## config.mk

```make
export PLATFORM = sky130hd
export DESIGN_NAME = tone_keyboard
export DESIGN_NICKNAME = d
export VERILOG_FILES = /design/src/rtl/tone_pkg.sv /design/src/rtl/tone_keyboard_if.sv /design/src/rtl/btn_debounce.sv /design/src/rtl/tone_keyboard.sv
export SDC_FILE = /design/constraint.sdc
export NUM_CORES = 1
export LEC_CHECK = 0
export ABC_AREA = 1
export BUFFER_PORTS_ARGS = -buffer_cell sky130_fd_sc_hd__buf_2
export CELL_PAD_IN_SITES_DETAIL_PLACEMENT = 1
export CELL_PAD_IN_SITES_GLOBAL_PLACEMENT = 1
export CORE_MARGIN = 10
export CORE_UTILIZATION = 45
export DETAILED_ROUTE_END_ITERATION = 10
export PLACE_DENSITY = 0.88
export SETUP_SLACK_MARGIN = 0.4
export SLEW_MARGIN = 0
export SYNTH_ARGS = -nofsm -noshare
export SYNTH_HDL_FRONTEND = slang
export SYNTH_HIERARCHICAL = 1
export SYNTH_SLANG_ARGS = --single-unit
```

## constraint.sdc

```tcl
create_clock -name sysclk -period 3.8 [get_ports sysclk]
set_input_delay 0.76 -clock sysclk [delete_from_list [all_inputs] [get_ports sysclk]]
set_output_delay 0.76 -clock sysclk [all_outputs]
set_load 0.01 [all_outputs]
```

## src/rtl/tone_pkg.sv

```systemverilog
// tone_pkg: shared constants and types for the tone keyboard.
//   HALF_W      - half-period counter width
//   HALF_TABLE  - C4..C5 half-periods in 50 MHz sysclk cycles
//   tone_state_e- player FSM states
//   half_calc   - octave-shifted half-period, never below 1
package tone_pkg;

  localparam int unsigned HALF_W = 17;
  localparam int unsigned KEY_W  = 3;
  localparam int unsigned OCT_W  = 2;

  localparam logic [HALF_W-1:0] HALF_TABLE [0:7] = '{
    17'd95556, 17'd85131, 17'd75843, 17'd71586,
    17'd63776, 17'd56818, 17'd50619, 17'd47778
  };

  typedef enum logic [1:0] {
    ST_IDLE = 2'd0,
    ST_PLAY = 2'd1,
    ST_DONE = 2'd2
  } tone_state_e;

  // Each octave step halves the half-period; clamp keeps the divider alive.
  function automatic logic [HALF_W-1:0] half_calc(input logic [KEY_W-1:0] key,
                                                  input logic [OCT_W-1:0] oct);
    logic [HALF_W-1:0] h;
    h = HALF_TABLE[key] >> oct;
    if (h == '0) h = HALF_W'(1);
    return h;
  endfunction

endpackage

```

## src/rtl/tone_keyboard_if.sv

```systemverilog
// tone_keyboard_if: player-side bundle of the tone keyboard.
//   sw, btn, mode, octave - player controls (master drives)
//   out, active, key_idx  - tone output and status (slave drives)
interface tone_keyboard_if
  import tone_pkg::*;
#(
  parameter int unsigned NUM_KEYS = 8
);
  logic [NUM_KEYS-1:0] sw;
  logic                btn;
  logic                mode;
  logic [OCT_W-1:0]    octave;
  logic                out;
  logic                active;
  logic [KEY_W-1:0]    key_idx;

  modport master (output sw, btn, mode, octave, input out, active, key_idx);
  modport slave  (input sw, btn, mode, octave, output out, active, key_idx);
endinterface

```

## src/rtl/btn_debounce.sv

```systemverilog
// btn_debounce: accepts a new button level only after it has differed from
// the current debounced level for DB_CYCLES consecutive cycles.
//   clk, rst  - clock, synchronous active-high reset
//   btn_i     - synchronised button
//   btn_db_o  - debounced button (registered)
module btn_debounce #(
  parameter int unsigned DB_CYCLES = 500000
) (
  input  logic clk,
  input  logic rst,
  input  logic btn_i,
  output logic btn_db_o
);

  localparam int unsigned CNT_W = (DB_CYCLES > 1) ? $clog2(DB_CYCLES) : 1;

  logic [CNT_W-1:0] cnt_q;
  logic             db_q;

  // Any return to the debounced level restarts the stability window.
  always_ff @(posedge clk) begin
    if (rst) begin
      cnt_q <= '0;
      db_q  <= 1'b0;
    end else if (btn_i == db_q) begin
      cnt_q <= '0;
    end else if (cnt_q == CNT_W'(DB_CYCLES - 1)) begin
      cnt_q <= '0;
      db_q  <= btn_i;
    end else begin
      cnt_q <= cnt_q + CNT_W'(1);
    end
  end

  assign btn_db_o = db_q;

endmodule

```

## src/rtl/tone_keyboard.sv

```systemverilog
// tone_keyboard: single-key square-wave tone player.
//   sysclk, rst           - 50 MHz clock, synchronous active-high reset
//   sw[NUM_KEYS]          - key switches (lowest set index wins)
//   btn                   - play button (bouncing)
//   mode                  - 0 = hold, 1 = one-shot of NOTE_CYCLES
//   octave[2]             - octave shift up
//   out, active, key_idx  - tone, PLAY status, sounding key
module tone_keyboard
  import tone_pkg::*;
#(
  parameter int unsigned NUM_KEYS    = 8,
  parameter int unsigned DB_CYCLES   = 500000,
  parameter int unsigned NOTE_CYCLES = 25000000
) (
  input  logic                sysclk,
  input  logic                rst,
  input  logic [NUM_KEYS-1:0] sw,
  input  logic                btn,
  input  logic                mode,
  input  logic [OCT_W-1:0]    octave,
  output logic                out,
  output logic                active,
  output logic [KEY_W-1:0]    key_idx
);

  localparam int unsigned NOTE_W = (NOTE_CYCLES > 1) ? $clog2(NOTE_CYCLES) : 1;

  // Second synchroniser stage and the registered outputs live in this bundle.
  tone_keyboard_if #(.NUM_KEYS(NUM_KEYS)) sync_if ();

  logic [NUM_KEYS-1:0] sw_s1_q;
  logic                btn_s1_q;
  logic                mode_s1_q;
  logic [OCT_W-1:0]    oct_s1_q;

  logic                btn_db;
  logic                db_prev_q;
  tone_state_e         state_q;
  logic                mode_q;
  logic [KEY_W-1:0]    key_q;
  logic [HALF_W-1:0]   half_q;
  logic [HALF_W-1:0]   phase_q;
  logic [NOTE_W-1:0]   note_q;
  logic                out_q;
  logic                active_q;

  logic [KEY_W-1:0]    key_live;
  logic [HALF_W-1:0]   half_live;

  // Two-flop synchronisers for every asynchronous control.
  always_ff @(posedge sysclk) begin
    if (rst) begin
      sw_s1_q        <= '0;
      btn_s1_q       <= 1'b0;
      mode_s1_q      <= 1'b0;
      oct_s1_q       <= '0;
      sync_if.sw     <= '0;
      sync_if.btn    <= 1'b0;
      sync_if.mode   <= 1'b0;
      sync_if.octave <= '0;
    end else begin
      sw_s1_q        <= sw;
      btn_s1_q       <= btn;
      mode_s1_q      <= mode;
      oct_s1_q       <= octave;
      sync_if.sw     <= sw_s1_q;
      sync_if.btn    <= btn_s1_q;
      sync_if.mode   <= mode_s1_q;
      sync_if.octave <= oct_s1_q;
    end
  end

  btn_debounce #(.DB_CYCLES(DB_CYCLES)) u_btn_debounce (
    .clk      (sysclk),
    .rst      (rst),
    .btn_i    (sync_if.btn),
    .btn_db_o (btn_db)
  );

  // Lowest-index set switch; no switch selects key 0.
  always_comb begin
    key_live = '0;
    for (int i = int'(NUM_KEYS) - 1; i >= 0; i--) begin
      if (sync_if.sw[i]) key_live = KEY_W'(i);
    end
  end

  assign half_live = half_calc(key_live, sync_if.octave);

  // Player FSM with divider; all outputs leave PLAY low/zero.
  always_ff @(posedge sysclk) begin
    if (rst) begin
      state_q   <= ST_IDLE;
      db_prev_q <= 1'b0;
      mode_q    <= 1'b0;
      key_q     <= '0;
      half_q    <= HALF_W'(1);
      phase_q   <= '0;
      note_q    <= '0;
      out_q     <= 1'b0;
      active_q  <= 1'b0;
    end else begin
      db_prev_q <= btn_db;
      case (state_q)
        ST_IDLE: begin
          out_q <= 1'b0;
          if (btn_db && !db_prev_q) begin
            state_q  <= ST_PLAY;
            active_q <= 1'b1;
            mode_q   <= sync_if.mode;
            key_q    <= key_live;
            half_q   <= half_live;
            phase_q  <= '0;
            note_q   <= '0;
          end
        end
        ST_PLAY: begin
          if ((!mode_q && !btn_db) ||
              (mode_q && note_q == NOTE_W'(NOTE_CYCLES - 1))) begin
            state_q  <= mode_q ? ST_DONE : ST_IDLE;
            active_q <= 1'b0;
            out_q    <= 1'b0;
            key_q    <= '0;
            phase_q  <= '0;
          end else begin
            if (mode_q) note_q <= note_q + NOTE_W'(1);
            if (!mode_q) key_q <= key_live;
            // Live pitch change restarts the half-period without a toggle.
            if (!mode_q && half_live != half_q) begin
              half_q  <= half_live;
              phase_q <= '0;
            end else if (phase_q == half_q - HALF_W'(1)) begin
              phase_q <= '0;
              out_q   <= ~out_q;
            end else begin
              phase_q <= phase_q + HALF_W'(1);
            end
          end
        end
        ST_DONE: begin
          out_q <= 1'b0;
          if (!btn_db) state_q <= ST_IDLE;
        end
        default: begin
          state_q  <= ST_IDLE;
          out_q    <= 1'b0;
          active_q <= 1'b0;
          key_q    <= '0;
        end
      endcase
    end
  end

  assign sync_if.out     = out_q;
  assign sync_if.active  = active_q;
  assign sync_if.key_idx = key_q;

  assign out     = sync_if.out;
  assign active  = sync_if.active;
  assign key_idx = sync_if.key_idx;

endmodule

```

[Word level (Yosys, flattened, before mapping)]
Memories as Yosys holds them, arrays and structs flattened.
Index checks and enable logic that the tools add are counted.
Storage, ports and cells
  memories: 1
  RAM bits: 0
  memory bits (read-only): 136
  bits in latches: 0
  bits in registers: 112
Cells by class
  shifts and indexed selects: 1
  $mul: 0
  div/mod/pow operators: 0
  bitwise logic cells: 6
  eq/ne operators: 14
  $lt $le $gt $ge: 1
  add/subtract/negate cells: 4
  reduce and logical (&&, ||, !) cells: 22
  mux-type cells: 36
Memories
  (no name shown): words 8, width 17, read ports 1, clocked after Yosys merged registers in 0, write ports 0, line tone_pkg.sv:27  | h = HALF_TABLE[key] >> oct;
Operator list (count)
  2-to-1 mux 17 bit: 10
  2-to-1 mux 25 bit: 3
  one-hot mux 17 bit (2 select lines): 2
  one-hot mux 25 bit (2 select lines): 1
  2-to-1 mux 3 bit: 11
  adder 25 x 1 -> 25 bit (second input constant): 1
  == test 25 bit (second input constant): 1
  adder 19 x 1 -> 19 bit (second input constant): 1
  == test 19 bit (second input constant): 1
  adder 17 x 1 -> 17 bit (second input constant): 1
  == test 17 bit: 1
  zero test 17 bit: 1
  != test 17 bit: 1
  right shift 17 x 2 -> 17 bit: 1
  subtractor 17 x 1 -> 17 bit (second input constant): 1
  != test 2 bit (second input constant): 6
  one-hot mux 3 bit (3 select lines): 1
  AND reduction 3 bit: 3
  2-to-1 mux 2 bit: 4
  AND reduction 2 bit: 4
  AND reduction 4 bit: 2
  one-hot mux 2 bit (3 select lines): 1
  OR reduction 3 bit: 2
  NOT 1 bit: 5
  other kinds (13): 19

[Longest topological paths before layout]
Gate-level depths: netlist (run 1).
  depth in word-level cells: 20
  depth in mapped cells: 27
  depth with buffers taken out: 26

[By module]
The synthesis (run 1) kept the hierarchy.
By module, submodules not included
  tone_keyboard: seq. area each 1841.8 µm², area each 5657.9 µm², times used 1, cells each 881
  btn_debounce: seq. area each 400.4 µm², area each 1147.4 µm², times used 1, cells each 174

[Worst setup path after synthesis (run 1)]
No wires, ideal clock.
  path type: reg-to-reg
  start: register sync_if.sw[2]
  end: register half_q[7]
  period minus slack after synthesis: 2.723 ns
  arrival time: 2.608 ns
  cell stages (with the launch flop): 21
  path slack: 1.077 ns
  data required time: 3.685 ns
  cell sequence: dfxtp_1 inv_1 nand2_2 inv_1 nand2_1 nand2_1 inv_1 ha_1 nand3b_1 or2_1 nand3_1 nand3_1 nand2_1 nand3_1 nor2_1 nand3_1 o21ai_2 nand2_2 buf_2 a21oi_1 nor2_1
Between the ends
  word-level cells in the longest chain between the ends: 14
Ends and longest elaborated chain
  from (decl): line tone_keyboard_if.sv:9  | logic [NUM_KEYS-1:0] sw;
  from (signal assigned): line tone_keyboard.sv:66  | sync_if.sw <= sw_s1_q;
  2-to-1 mux 3 bit (*) (3 in series): line tone_keyboard.sv:84  | if (sync_if.sw[i]) key_live = KEY_W'(i);
  NOT 3 -> 4 bit (not written as such) (*): line tone_pkg.sv:27
  memory read (8 x 17 bit) (*)
  2-to-1 mux 17 bit (not written as such) (*) (2 in series): line tone_pkg.sv:27
  right shift 17 x 2 -> 17 bit (*): line tone_pkg.sv:27
  zero test 17 bit: line tone_pkg.sv:28  | if (h == '0) h = HALF_W'(1);
  2-to-1 mux 17 bit (*): line tone_pkg.sv:28
  != test 17 bit: line tone_keyboard.sv:129  | if (!mode_q && half_live != half_q) begin
  logical AND 1 bit: line tone_keyboard.sv:129
  != test 2 bit (no source line)
  AND reduction 4 bit (no source line)
  to (signal assigned): line tone_keyboard.sv:112  | half_q <= half_live;
  to (signal assigned): line tone_keyboard.sv:130  | half_q <= half_live;
  to (decl): line tone_keyboard.sv:41  | logic [HALF_W-1:0] half_q;
Mark *: on every way between the ends. The rest lies on a longest branch, timed or not. The select of a mux whose other input is x is not followed.
A chain may end at the register's enable or synchronous reset.

[Worst setup path after layout (run 1)]
  start: register sync_if.sw[2]
  end: register half_q[5]
The elaborated chain is that of the path after synthesis.

==> results.ini, run 1 <==
[run_status]
status = finished, final reports clean

[sta]
clock_skew_ps = 7.002
finalHoldViolCount = 0
report.final.slew_viol_count = 0
period_share = 0.8586
period_minus_slack_ps = 3263
rsz0062_at_grt = false
finalSetupViolCount = 0
layout_setup_ws_ps = 537.4
max_clock_freq_ghz = 0.3065
tightest_slew_ps = 744.0
setup_tns_ps = 0
slew_headroom = 0.5034

[power]
intPower_mw = 1.773
power_frac_clock = 0.395
power.switching_uw = 704.1
vdd_drop_max_v = 0.0002172
p_sw_frac = 0.2843
power.leakage_nw = 3.143
p_per_area_nw_per_um2 = 333.3
power_frac_comb = 0.124
seqPwrFrac = 0.480

[route]
routed_wirelength_um = 19280
wl_per_cell_um = 15.32
viasPerCell = 5.317
vias = 6689
drtIter0Drc = 316
drc = 0
ant_nets = 0
drtPass1Iterations = 5

[finish]
nets = 1094
multiInputGateArea_um2 = 3894
final_util = 0.5055
num_antenna_cells = 0
fin_cells = 1258
layout.area.seq_um2 = 2242
n_fill_cell = 2015
drive_gt1_frac = 0.09497
syn_to_final_growth_pct = 9.193

[clock_network]
clockBufferDepth = 2
cts_buffers = 9
cts_tree = built
clkLatencyLatePin_ps = 360
clockRootBuffer = clkbuf_16
cts_sinks = 112
htree_num_levels = 3
cts_hold_buf = 0
path_clk_slew_ps = 80

[placement]
gp_congestion = 0.8755
port-buffer-count = 18
dp_cells = 1237
dpl_worst_slack_ps = 517.1
dp_hpwl_um = 13790

[logic_synthesis]
yosysUniqueCellTypes = 43
syn_avg_cell_area_um2 = 6.450
async_reset_ff_frac = 0
seq_area_frac_synth = 0.3295
yosys.area.top_type = dfxtp_1
yosys_warnings = 6
synthCells = 1055
ys.flop_type = dfxtp_1
yosys-top-cells-count = nand2_1 (237), inv_1 (146), nor2_1 (132)
yosysTopAreaCellShare = 0.3295
synth_seq_cells = 112
yosysMostFrequentCell = nand2_1
syn_nets = 1080
synth-edff-count = 0
synth_area_leaders = dfxtp_1 (33%), nand2_1 (13%), nand3_1 (8.5%)
synthesis.area_um2 = 6805

[critical_path]
crit_top_cell = nand2_1
end_kind = flop
cp.required_ps = 4100
crit_path_cell_trace = inv_1, nand2_2, inv_1, nand2_1, nand2_1, inv_1, ha_4, nand2_2, nand2_1, nand2_1, nand3_1, nand2_1, xor2_1, nand2_1, nor2_1, nand3_1, o21ai_4, buf_4, nand2_4, nand3_1, nand2_1, nor2_1
critPathMaxFanout = 17
critPathLaunchType = flop
crit_slowest_cell = dfxtp_1
critical_path_class = flop to flop
arrival_ps = 3560
rrSetupSlack_ps = 540
cp_slowest_stage_delay_ps = 340

[global_routing]
overflow = 0
grt_start_max_net_pins = 35
grt_pass1_wl_um = 31610
track_usage = 0.1855
grt_pass1_vias = 6770
antenna_found_initial = 0

[die]
die_h_um = 143.0
pin_count = 19
num_rows = 44
start_util = 0.4630
die_area_um2 = 20440
core_area_um2 = 14700
die_x_um = 143.0

[flow_run]
maxCapViolCount = 0

[hold_path]
hold_class = flop to flop

## placed cells by master, fill, tap and decap left out, types with 12 or more instances in the layout
master | Yosys | layout
a21oi_1 | 68 | 67
buf_2 | 5 | 18
dfxtp_1 | 112 | 112
inv_1 | 146 | 145
nand2_1 | 237 | 236
nand3_1 | 115 | 114
nand3b_1 | 12 | 12
nand4_1 | 21 | 21
nor2_1 | 132 | 131
nor2_2 | 17 | 18
nor3_1 | 22 | 22
o21ai_0 | 22 | 22
xor2_1 | 39 | 39
## registers in the layout (all words and copies together) (netlist names), 2 cells and up
signal / count
half_q: 17
key_idx: 3
note_q: 25
oct_s1_q: 2
phase_q: 17
state_q: 2
sw_s1_q: 8
sync_if.octave: 2
sync_if.sw: 8
u_btn_debounce/cnt_q: 19
## power by group through the flow
stage / clock network, mW / registers (mW) / logic, mW
2_1_floorplan: 0 / 1.22 / 0.218
3_3_place_gp: 0 / 1.22 / 0.275
3_5_place_dp: 0 / 1.22 / 0.284
4_1_cts: 1.00 / 1.19 / 0.288
5_1_grt: 1.04 / 1.19 / 0.345
6_report: 0.979 / 1.19 / 0.308
## critical path: cells and delay by family (launching register included)
family,cells,cell delay (ps)
simple gates,15,1740
fa+ha+maj,1,250
flops,1,340
buf+inv,4,520
xor+xnor,1,160
compound gates,1,180
## final cells by class
cell class | count | area share
Clock inverter | 5 | 0.006062
Inverter | 155 | 0.07830
Sequential cell | 112 | 0.3017
Tap cell | 184 | 0.03098
Clock buffer | 11 | 0.03401
Timing Repair Buffer | 29 | 0.02492
Multi-Input combinational cell | 762 | 0.5240
## worst paths after layout
path                      start       endpoint  depth (start not counted)
setup reg to reg  sync_if.sw[2]      half_q[5]                         22
hold reg to reg      sw_s1_q[1]  sync_if.sw[1]                          2
setup / recovery  sync_if.sw[2]      half_q[5]                         22
hold / removal       sw_s1_q[1]  sync_if.sw[1]                          2
## per-layer routing
metal | up-vias | routed length [um] | GRT usage
li1 | 3380 | - | -
met1 | 3185 | 8614 | 0.2215
met2 | 102 | 9836 | 0.3346
met3 | 22 | 572 | 0.03151
met4 | 0 | 255 | 0.04886
met5 | - | 0 | 0
## through the flow
| step | cell area [um^2] | hold slack (ps) | power [mW] |
|---|---|---|---|
| finish | 7431 | 411.2 | 2.477 |
| global route | 7431 | 429.9 | 2.577 |
| CTS | 7326 | 408.9 | 2.478 |
| detailed placement | 7028 | 396.4 | 1.502 |
| global placement | 7028 | 392.2 | 1.492 |
| floorplan | 6805 | 388.3 | 1.434 |
## cells by family (layout without fill, tap and decap cells)
group,after synthesis,after routing,synth area share
xor gates and xnor gates,50,50,0.06435
AOI/OAI and AO/OA,111,111,0.08697
DFF,112,112,0.3295
buffers and inverters,183,200,0.1087
adders and majority gates,11,11,0.02022
and+or+nand+nor,588,590,0.3903
## timing repair
action,in CTS,in global routing
gates resized for setup,0,12
endpoints found under the setup margin,0,35
buffers inserted,0,3
Note: power is estimated with default switching activity, not from simulation.
==> inputs of run 2 (changes only) <==
--- a/config.mk
+++ b/config.mk
@@ -10,9 +10,10 @@
 export CELL_PAD_IN_SITES_DETAIL_PLACEMENT = 1
 export CELL_PAD_IN_SITES_GLOBAL_PLACEMENT = 1
 export CORE_MARGIN = 10
-export CORE_UTILIZATION = 45
+export CORE_UTILIZATION = 47
+export CTS_BUF_LIST = sky130_fd_sc_hd__clkbuf_8
 export DETAILED_ROUTE_END_ITERATION = 10
-export PLACE_DENSITY = 0.88
+export PLACE_DENSITY = 0.91
 export SETUP_SLACK_MARGIN = 0.4
 export SLEW_MARGIN = 0
 export SYNTH_ARGS = -nofsm -noshare
==> run 2 against run 1 <==
  * Routed wire length is 5.7% higher
  * Sequential cell count is the same
  * Total power shrank 7.6%
  * Critical endpoint is now half_q[10]
  * Largest power group unchanged
==> results.ini, run 2 (same netlist as run 1, synthesis figures left out) <==
[global_routing]
use_met2 = 0.3470  ; +0.01240
antenna_found_initial = 1  ; +1
grt_pass1_wl_um = 32170  ; +1.8%
top_usage_layer = met2
grt_start_max_net_pins = 35  ; unchanged
track_usage = 0.1904  ; +0.004923
grtUsageMet1 = 0.2225  ; +0.001017
overflow = 0  ; unchanged
grt_pass1_vias = 6890  ; +1.8%
gr-usage-met3 = 0.03584  ; +0.004326

[sta]
slew_headroom = 0.5116  ; +0.008167
tightest_slew_ps = 731.8  ; -12.26 ps
max_clock_freq_ghz = 0.2855  ; -6.8%
setup_tns_ps = 0  ; unchanged
fin_hold_ws_ps = 419.5  ; +8.332 ps
clock_skew_ps = 17.43  ; +10.43 ps
finalHoldViolCount = 0  ; unchanged
report.final.slew_viol_count = 0  ; unchanged
period_minus_slack_ps = 3502  ; +239.4 ps
period_share = 0.9216  ; +0.06301
finalSetupViolCount = 0  ; unchanged
rsz0062_at_grt = false

[clock_network]
path_clk_slew_ps = 120  ; +40 ps
cts_buffers = 9  ; unchanged
cts_sinks = 112  ; unchanged
clockBufferDepth = 2  ; unchanged
cts_tree = built
clockRootBuffer = clkbuf_8
htree_num_levels = 3  ; unchanged
cts_hold_buf = 0  ; unchanged
clkLatencyLatePin_ps = 420  ; +60 ps

[die]
num_rows = 43  ; -2.3%
core_area_um2 = 14040  ; -4.5%
die_h_um = 140.3  ; -1.8%
pin_count = 19  ; unchanged
die_x_um = 140.3  ; -1.8%
start_util = 0.4846  ; +0.02166
die_area_um2 = 19690  ; -3.7%

[power]
seqPwrFrac = 0.521  ; +0.041
p_sw_frac = 0.3220  ; +0.03771
power_frac_comb = 0.141  ; +0.017
p_per_area_nw_per_um2 = 310.2  ; -6.9%
finalPower_mw = 2.289  ; -7.6%
vdd_drop_max_v = 0.0001897  ; -13%
intPower_mw = 1.552  ; -12%
power.switching_uw = 737.2  ; +4.7%
power_frac_clock = 0.338  ; -0.057
power.leakage_nw = 3.088  ; -1.8%

[flow_run]
maxCapViolCount = 0  ; unchanged

[critical_path]
arrival_ps = 3850  ; +290 ps
critPathMaxFanout = 17  ; unchanged
crit_slowest_cell = dfxtp_1
crit_top_cell = nand2_1
critical_path_class = flop to flop
critPathLaunchType = flop
end_kind = flop
cp.required_ps = 4150  ; +50 ps
cp_slowest_stage_delay_ps = 390  ; +50 ps

[finish]
syn_to_final_growth_pct = 8.439
final_common_cell = nand2_1
most-common-layout-cells = nand2_1 (236), inv_1 (143), nor2_1 (131), dfxtp_1 (112), nand3_1 (111)
top_regs = note_q: 25 flops, u_btn_debounce/cnt_q: 19 flops
final_util = 0.5255  ; +0.01999
largest_reg_flops = 25  ; unchanged
fin_cells = 1254  ; -0.32%
num_antenna_cells = 0  ; unchanged
drive_gt1_frac = 0.09870  ; +0.003724
nets = 1094  ; unchanged
regMostFlops = note_q

[route]
viasPerCell = 5.494  ; +3.3%
wl_per_cell_um = 16.24  ; +6.0%
drtIter0Drc = 469  ; +48%
vias = 6890  ; +3.0%
drc = 0  ; unchanged
routed_wirelength_um = 20370  ; +5.7%
drtPass1Iterations = 6  ; +1
ant_nets = 0  ; unchanged

[placement]
port-buffer-count = 18  ; unchanged
dp_cells = 1233  ; -0.32%
gp_congestion = 0.8699  ; -0.64%
dp_hpwl_um = 14030  ; +1.7%

[run_status]
status = finished, final reports clean

[hold_path]
hold_class = flop to flop

[run 2: cell count changes in the layout (fill, tap and decap cells not counted), moves of 3 or more]
cell       delta
clkbuf_16     -8
clkbuf_8      +7
clkinv_8      +4
nand3_1       -3
nand3_2       +3
[run 2: path summary, 6_finish.rpt]
check	start	to	slack, ps	cells past startpoint
worst max-delay path	sync_if.sw[6]	half_q[10]	300	26
worst min-delay path	sw_s1_q[5]	sync_if.sw[5]	420	2
worst max register to register	sync_if.sw[6]	half_q[10]	300	26
worst min register to register	sw_s1_q[5]	sync_if.sw[5]	420	2
[run 2: worst max-delay path: cells and delay by family, from the launching register on]
kind	cells	cell delay (ps)
and+or+nand+nor	20	2090
DFF	1	390
buffers and inverters	4	490
AOI/OAI and AO/OA	1	240
adders and majority gates	1	210
[run 2: power groups by stage]
| stage | clock network, mW | logic, mW | registers [mW] |
|---|---|---|---|
| finish | 0.775 | 0.323 | 1.19 |
| global route | 0.830 | 0.358 | 1.19 |
| CTS | 0.792 | 0.292 | 1.19 |
| detailed placement | 0 | 0.286 | 1.22 |
| global placement | 0 | 0.274 | 1.22 |
| floorplan | 0 | 0.218 | 1.22 |
[run 2: layout make-up]
class                   instances  area [um^2]
fillers                      1930         6663
inverters                     155        581.8
repair buffers                 30        210.2
flip-flops and latches        112         2242
well taps                     180        225.2
clock inverters                 7        93.84
multi-input cells             761         3902
clock buffers                   9        123.9
[run 2: routing by layer]
metal | wire length (um) | up-vias
li1 | - | 3386
met1 | 8646 | 3310
met2 | 10450 | 150
met3 | 740 | 42
met4 | 522 | 2
met5 | 7 | -
[run 2: through the flow]
step,area [um^2],worst slack (ps)
6_report,7380,297.9
5_1_grt,7380,177.3
4_1_cts,7246,439.3
3_5_place_dp,7023,389.4
3_3_place_gp,7023,658.1
2_1_floorplan,6805,1077
[run 2: timing repair]
action,4_1_cts,5_1_grt
setup buffers,0,3
setup endpoints to repair,17,35
gates resized for setup,1,16
gates cloned,0,2
endpoints found under the hold margin,0,0
pin swaps,0,1
